**config.mk**
```make
export PLATFORM = sky130hd
export DESIGN_NAME = hls_infer_ctrl
export DESIGN_NICKNAME = d
export VERILOG_FILES = /design/src/rtl/hls_infer_ctrl.sv
export SDC_FILE = /design/constraint.sdc
export NUM_CORES = 1
export LEC_CHECK = 0
export CAP_MARGIN = 0
export CORE_MARGIN = 2
export CORE_UTILIZATION = 41
export DETAILED_ROUTE_END_ITERATION = 7
export PLACE_DENSITY = 0.76
export SLEW_MARGIN = 10
export SYNTH_ARGS = -nofsm -noshare
export SYNTH_HDL_FRONTEND = slang
export SYNTH_SLANG_ARGS = --single-unit
```
**constraint.sdc**
```tcl
create_clock -name clk -period 4.8 [get_ports clk]
set_clock_uncertainty 0.2 [all_clocks]
set_input_delay 1.44 -clock clk [delete_from_list [all_inputs] [get_ports clk]]
set_output_delay 1.44 -clock clk [all_outputs]
set_load 0.01 [all_outputs]
```
**src/rtl/hls_infer_ctrl.sv**
```systemverilog
// hls_infer_ctrl: control wrapper around an hls4ml inference core using the
// ap_ctrl_hs protocol with ap_vld ports. Turns a valid/ready stream of feature
// vectors into start/done transactions on the core and returns each result
// (or a timeout/missing-result error) on a valid/ready output stream.
//
// Optional feature macro: HLS_INFER_INBUF_EN
//   defined   -> one-entry input buffer; a vector can be accepted while the
//                core is busy and is started straight from the OUT handshake.
//   undefined -> no buffer; in_ready is high only in IDLE.
//
// Handshake rule (both streams): a transfer happens on a rising clk edge where
// valid and ready are both 1. The valid side keeps its data stable until that
// edge; the ready side may change freely. out_valid never drops without a
// transfer, including after a timeout.
module hls_infer_ctrl #(
  parameter int N_IN    = 3,
  parameter int IN_W    = 16,
  parameter int N_OUT   = 1,
  parameter int OUT_W   = 16,
  parameter int TIMEOUT = 1024,
  parameter int CNT_W   = 32
) (
  input  logic                   clk,
  input  logic                   rst,
  input  logic [N_IN*IN_W-1:0]   in_data,
  input  logic                   in_valid,
  output logic                   in_ready,
  output logic [N_OUT*OUT_W-1:0] out_data,
  output logic                   out_valid,
  input  logic                   out_ready,
  output logic                   out_err,
  output logic                   core_start,
  output logic [N_IN*IN_W-1:0]   core_in,
  output logic                   core_in_vld,
  input  logic                   core_ready,
  input  logic                   core_done,
  input  logic [N_OUT*OUT_W-1:0] core_out,
  input  logic                   core_out_vld,
  output logic [CNT_W-1:0]       infer_count,
  output logic [7:0]             timeout_cnt,
  output logic [1:0]             dbg_state
);

  localparam int IN_BITS  = N_IN * IN_W;
  localparam int OUT_BITS = N_OUT * OUT_W;
  localparam int TO_W     = $clog2(TIMEOUT);
  localparam logic [TO_W-1:0] TO_LAST = TO_W'(TIMEOUT - 1);

  typedef enum logic [1:0] {
    S_IDLE  = 2'd0,
    S_START = 2'd1,
    S_WAIT  = 2'd2,
    S_OUT   = 2'd3
  } state_t;

  state_t                state_q, state_d;
  logic                  in_ready_q, in_ready_d;
  logic                  core_start_q, core_start_d;
  logic                  core_in_vld_q, core_in_vld_d;
  logic [IN_BITS-1:0]    core_in_q, core_in_d;
  logic [OUT_BITS-1:0]   out_data_q, out_data_d;
  logic                  out_valid_q, out_valid_d;
  logic                  out_err_q, out_err_d;
  logic                  got_vld_q, got_vld_d;
  logic [TO_W-1:0]       wait_cnt_q, wait_cnt_d;
  logic [CNT_W-1:0]      infer_count_q, infer_count_d;
  logic [7:0]            timeout_cnt_q, timeout_cnt_d;
`ifdef HLS_INFER_INBUF_EN
  logic                  buf_full_q, buf_full_d;
  logic [IN_BITS-1:0]    buf_data_q, buf_data_d;
`endif

  logic in_fire;
  logic out_fire;

  assign in_fire  = in_valid & in_ready_q;
  assign out_fire = out_valid_q & out_ready;

  // Next-state and next-output computation for the whole controller.
  always_comb begin
    state_d       = state_q;
    in_ready_d    = in_ready_q;
    core_start_d  = core_start_q;
    core_in_vld_d = core_in_vld_q;
    core_in_d     = core_in_q;
    out_data_d    = out_data_q;
    out_valid_d   = out_valid_q;
    out_err_d     = out_err_q;
    got_vld_d     = got_vld_q;
    wait_cnt_d    = wait_cnt_q;
    infer_count_d = infer_count_q;
    timeout_cnt_d = timeout_cnt_q;
`ifdef HLS_INFER_INBUF_EN
    buf_full_d    = buf_full_q;
    buf_data_d    = buf_data_q;
`endif

    case (state_q)
      S_IDLE: begin
        // The buffer is bypassed here: an accepted vector goes straight to the core.
        if (in_fire) begin
          core_in_d     = in_data;
          core_start_d  = 1'b1;
          core_in_vld_d = 1'b1;
          state_d       = S_START;
        end
      end

      S_START: begin
        if (core_ready) begin
          core_start_d  = 1'b0;
          core_in_vld_d = 1'b0;
          wait_cnt_d    = '0;
          if (core_out_vld) begin
            out_data_d = core_out;
            got_vld_d  = 1'b1;
          end
          // A zero-latency core may finish in the very cycle it accepts.
          if (core_done) begin
            out_valid_d = 1'b1;
            out_err_d   = ~(got_vld_q | core_out_vld);
            state_d     = S_OUT;
          end else begin
            state_d = S_WAIT;
          end
        end
      end

      S_WAIT: begin
        wait_cnt_d = wait_cnt_q + 1'b1;
        // Capture happens before the done check so vld+done together is not an error.
        if (core_out_vld) begin
          out_data_d = core_out;
          got_vld_d  = 1'b1;
        end
        if (core_done) begin
          out_valid_d = 1'b1;
          out_err_d   = ~(got_vld_q | core_out_vld);
          state_d     = S_OUT;
        end else if (wait_cnt_q == TO_LAST) begin
          out_valid_d = 1'b1;
          out_err_d   = 1'b1;
          out_data_d  = '0;
          if (timeout_cnt_q != 8'hFF) begin
            timeout_cnt_d = timeout_cnt_q + 8'd1;
          end
          state_d = S_OUT;
        end
      end

      S_OUT: begin
        // Result is held until taken; a late core_done here is simply ignored.
        if (out_fire) begin
          out_valid_d   = 1'b0;
          out_err_d     = 1'b0;
          out_data_d    = '0;
          got_vld_d     = 1'b0;
          infer_count_d = infer_count_q + CNT_W'(1);
          state_d       = S_IDLE;
`ifdef HLS_INFER_INBUF_EN
          if (buf_full_q) begin
            core_in_d     = buf_data_q;
            buf_full_d    = 1'b0;
            core_start_d  = 1'b1;
            core_in_vld_d = 1'b1;
            state_d       = S_START;
          end else if (in_fire) begin
            // Vector arriving on the same edge goes directly to the core.
            core_in_d     = in_data;
            core_start_d  = 1'b1;
            core_in_vld_d = 1'b1;
            state_d       = S_START;
          end
`endif
        end
      end

      default: state_d = S_IDLE;
    endcase

`ifdef HLS_INFER_INBUF_EN
    // Park a vector accepted while the core is busy, unless it was consumed above.
    if (in_fire && (state_q != S_IDLE) && !((state_q == S_OUT) && out_fire)) begin
      buf_data_d = in_data;
      buf_full_d = 1'b1;
    end
    in_ready_d = ~buf_full_d;
`else
    in_ready_d = (state_d == S_IDLE);
`endif
  end

  // State and output registers; async reset drops core_start immediately.
  always_ff @(posedge clk or posedge rst) begin
    if (rst) begin
      state_q       <= S_IDLE;
      in_ready_q    <= 1'b0;
      core_start_q  <= 1'b0;
      core_in_vld_q <= 1'b0;
      core_in_q     <= '0;
      out_data_q    <= '0;
      out_valid_q   <= 1'b0;
      out_err_q     <= 1'b0;
      got_vld_q     <= 1'b0;
      wait_cnt_q    <= '0;
      infer_count_q <= '0;
      timeout_cnt_q <= '0;
`ifdef HLS_INFER_INBUF_EN
      buf_full_q    <= 1'b0;
      buf_data_q    <= '0;
`endif
    end else begin
      state_q       <= state_d;
      in_ready_q    <= in_ready_d;
      core_start_q  <= core_start_d;
      core_in_vld_q <= core_in_vld_d;
      core_in_q     <= core_in_d;
      out_data_q    <= out_data_d;
      out_valid_q   <= out_valid_d;
      out_err_q     <= out_err_d;
      got_vld_q     <= got_vld_d;
      wait_cnt_q    <= wait_cnt_d;
      infer_count_q <= infer_count_d;
      timeout_cnt_q <= timeout_cnt_d;
`ifdef HLS_INFER_INBUF_EN
      buf_full_q    <= buf_full_d;
      buf_data_q    <= buf_data_d;
`endif
    end
  end

  assign in_ready    = in_ready_q;
  assign out_data    = out_data_q;
  assign out_valid   = out_valid_q;
  assign out_err     = out_err_q;
  assign core_start  = core_start_q;
  assign core_in     = core_in_q;
  assign core_in_vld = core_in_vld_q;
  assign infer_count = infer_count_q;
  assign timeout_cnt = timeout_cnt_q;
  assign dbg_state   = state_q;

endmodule

```
After elaboration in Yosys (flattened, before gate mapping)
Cells that the tools add are included.
{"block": "classes", "add_sub_neg": 3, "eq_ne": 10, "mux": 31, "bitwise": 5, "n_reduce_logical": 12}
{"cell": "$mux W16", "count": 5}
{"cell": "$pmux W16 S3", "count": 1}
{"cell": "$add A32 B1 Y32 const B", "count": 1}
{"cell": "$pmux W10 S2", "count": 1}
{"cell": "$mux W1", "count": 13}
{"cell": "$add A10 B1 Y10 const B", "count": 1}
{"cell": "$eq A10 B10 Y1 const B", "count": 1}
{"cell": "$mux W10", "count": 1}
{"cell": "$mux W2", "count": 5}
{"cell": "$pmux W1 S3", "count": 3}
{"cell": "$add A8 B1 Y8 const B", "count": 1}
{"cell": "$ne A2 B2 Y1 const B", "count": 4}
{"cell": "$ne A8 B8 Y1 const B", "count": 1}
{"cell": "$pmux W2 S4", "count": 1}
{"cell": "$reduce_and A2 Y1", "count": 3}
{"cell": "$reduce_and A3 Y1", "count": 2}
{"cell": "$reduce_and A5 Y1", "count": 1}
{"cell": "$eq A2 B2 Y1 const B", "count": 2}
{"cell": "$logic_not A2 Y1", "count": 2}
{"cell": "$reduce_and A4 Y1", "count": 1}
{"cell": "$reduce_bool A2 Y1", "count": 2}
{"cell": "$ne A3 B3 Y1 const B", "count": 1}
{"cell": "$reduce_bool A3 Y1", "count": 1}
{"cell": "$and A1 B1 Y1", "count": 2}
{"cell": "4 further kinds", "count": 5}
{"block": "totals", "regBits": 121, "in_bits": 71, "out_inout_bits": 111, "wordCells": 72}

Logic depth before layout (Yosys ltp)
{"block": "depth", "word_depth": 5, "ltp_mapped": 6, "ltp_nobuf": 5}

Worst setup path before layout
OpenSTA, ideal clock, no wires.
{"block": "synth_path", "kind": "in2reg", "start": "in out_ready", "end": "reg infer_count_q[25], in the netlist infer_count[25]", "setup_time_ns": 0.127, "arrival_time_ns": 2.374, "required_time_ns": 4.473, "path_slack_ns": 2.100, "path_stages": 5, "n_path_buf": 1, "path_cell_list": "nand4_4 nor4_4 buf_6 nand4_1 xnor2_1"}
{"block": "synth_via", "elab_chain_cells": 2}
{"element": "start: declaration", "line_no": "30", "text": "input logic out_ready,"}
{"element": "$and A1 B1 Y1", "line_no": "77", "text": "assign out_fire = out_valid_q & out_ready;"}
{"element": "$reduce_and A2 Y1 (no line)"}
{"element": "end signal: assignment", "line_no": "223", "text": "infer_count_q <= infer_count_d;"}
{"element": "end: declaration", "line_no": "66", "text": "logic [CNT_W-1:0] infer_count_q, infer_count_d;"}
Every way passes these cells.
A chain may end at the register's enable or synchronous reset.

Worst setup path after layout
{"block": "layout_path", "start": "in out_ready", "end": "reg out_data_q[1], in the netlist out_data[1]"}
{"block": "layout_via", "elab_chain_cells": 3}
{"element": "$and A1 B1 Y1", "line_no": "77"}
{"element": "$ne A2 B2 Y1 (no line)"}
{"element": "$reduce_and A3 Y1 (no line)"}
{"element": "end signal: assignment", "line_no": "218", "text": "out_data_q <= out_data_d;"}
{"element": "end: declaration", "line_no": "61", "text": "logic [OUT_BITS-1:0] out_data_q, out_data_d;"}
Every way passes these cells.

==> reports/metrics.yaml <==
status: "finished, final reports clean"
die_x_um: 117.3
ys_seq_elements: 121
setup.worst_path.class: "in2reg"
placed_area_mm2: 0.007214
clk_pin_slew_ps: 60
async_flop_share: 1.000
netlist_area_mm2: 0.005264
synth_cell_types: 43
cp_max_fo: 16
setup_violations: 0
portBuffers: 181
gr-usage-all-layers: 0.1978
tns_ps: 0
synth-warning-count: 0
fmax_ghz: 0.2955
grt.busiest_layer: "met2"
synth_top_family_by_area: "simple AND/OR/NAND/NOR gates"
gp_congestion: 0.7946
syn_nets: 513
fin_crit_ps: 3384
synth_fa_ha_area_frac: 0.007131
die_y_um: 117.3
synth_compound_area_frac: 0.06917
ant_nets: 0
synth.most_common_cell: "dfrtp_1"
root_buffer: "clkbuf_16"
hpwl_um: 9208
seq_area_frac_synth: 0.5752
synthTopCellsByArea: "dfrtp_1 58%, mux2_2 11%, xnor2_1 4.8%, nand3_1 3.0%, o21ai_0 2.9%"
pwr_density_cell_mw_per_mm2: 564.0
muxShareOfSynthArea: 0.1091
grt_pass1_vias: 4259
cts_hold_buf: 0
post-route-period-util: 0.7050
syn2layout_area_growth_pct: 48.70
drive_gt1_frac: 0.1456
numCtsBuffers: 17
num_antenna_cells: 0
cts_sinks: 121
ir_drop_mv: 0.2791
htree_levels: 4
gr-usage-met3: 0.05156
grt_pass1_wl_um: 21890
synth_top_area_frac: 0.5752
die_area_mm2: 0.01376
relSlewSlack: 0.2002
design_area_mm2: 0.007828
rsz0062_at_grt: "false"
via_count: 4164
synth_ff_type: "dfrtp_1"
core_area_mm2: 0.01257
hold_path_class: "reg2reg"
drt-pass1-iter-count: 7
route.detailed.drc: 0
leakage_nw: 3.305
nets: 693
netlist_instances: 439
synth_edf_count: 0
holdWs_ps: 289.5
required_ps: 4920
start_kind: "input pin"
io_pins: 182
slew_viol_final: 0
nFillCells: 1012
detail_route.iter0.violations: 274
met2_usage: 0.3289
hold_viol: 0
avgRoutedWirePerCell_um: 16.39
tightest_slew_ps: 1192
grt_overflow: 0
grt_start_max_net_pins: 57
avgSynthCellArea_um2: 11.99
vias_per_cell: 5.179
synth_top_area_cell: "dfrtp_1"
drt-total-wl_um: 13180
critPathCaptureType: "flop"
clk_latency_ps: 400
cts_resized: 0
cts_tree: "done"
rows: 41
synth_xor_area_frac: 0.06489
synthSimpleGateAreaFrac: 0.1478
cts_setup_buffers: 0
drv_cap: 0
antenna_found_initial: 0
ys_top_cells_by_count: "121 x dfrtp_1, 51 x mux2_2, 32 x nand3_1"
start_util: 0.4188
worstPathArrival_ps: 3500
clockBufferDepth: 2
use_met1: 0.2494
metal layers:
layer	wire length [um]	up-vias
met4	210	0
met1	5583	2075
met5	0	-
met3	648	17
li1	-	1934
met2	6735	138
report_power, final:
part           leakage, nW  internal, mW  switching [mW]
combinational         1.45         0.871           0.638
sequential            1.55          1.35           0.232
clock                0.305         0.891           0.435
total                 3.30          3.11            1.31
cell families after synthesis:
group                    count (synthesis)
AO/OA/AOI/OAI                           65
XOR/XNOR                                39
adder cells (fa/ha/maj)                  3
buffers and inverters                   28
flip-flops                             121
multiplexers                            51
AND/OR/NAND/NOR                        132
stage by stage:
stage | power (mW) | worst slack [ps] | util | instances
6_report | 4.415 | 1416 | 0.6228 | 804
5_1_grt | 4.640 | 1241 | 0.6228 | 804
4_1_cts | 4.456 | 1404 | 0.6228 | 804
3_5_place_dp | 3.117 | 1029 | 0.5740 | 772
3_3_place_gp | 3.057 | 1103 | 0.5740 | 772
2_1_floorplan | 2.290 | 1677 | - | 439
layout make-up:
cell class,instances,area (um2),area share
Sequential cell,121,3028,0.3868
Multi-Input combinational cell,290,2102,0.2685
Timing Repair Buffer,184,1847,0.2359
Clock buffer,23,467.9,0.05978
Tap cell,172,215.2,0.02749
Clock inverter,9,145.1,0.01854
Inverter,5,22.52,0.002877
state kept, by name (all words and copies together), names as in the netlist:
name         count
out_data        16
infer_count     32
wait_cnt_q      10
core_in_vld      1
dbg_state        2
got_vld_q        1
out_err          1
out_valid        1
in_ready         1
timeout_cnt      8
core_in         48
layout by cell type (no fill, tap or decap), types with 5 or more instances in the layout:
cell type / count
clkdlybuf4s50_1: 181
a31oi_1: 6
and4_1: 5
clkbuf_16: 17
nor2_1: 11
nand3_1: 32
dfrtp_1: 121
clkinv_2: 5
o21ai_0: 30
and3_1: 14
xnor2_1: 29
xor2_1: 10
mux2_2: 51
nand4_1: 18
nor3_1: 6
nand2_1: 26
a21oi_1: 18
path summary, 6_finish.rpt:
check	start	endpoint	slack, ps	cells after the start
worst max-delay path	out_ready	out_data[1]	1420	5
worst min register to register	timeout_cnt[5]	timeout_cnt[5]	290	1
min in group asynchronous	rst	infer_count[10]	1320	2
worst max register to register	dbg_state[0]	infer_count[31]	2310	4
max in group asynchronous	rst	infer_count[9]	2190	3
worst min-delay path	timeout_cnt[5]	timeout_cnt[5]	290	1
critical path, cell delays in order:
cell	delay, ps
clkdlybuf4s50_1	590
a21boi_0	160
o21ai_1	940
nand3_1	180
a21oi_1	190
No activity file was read; power rests on OpenSTA's default activity.
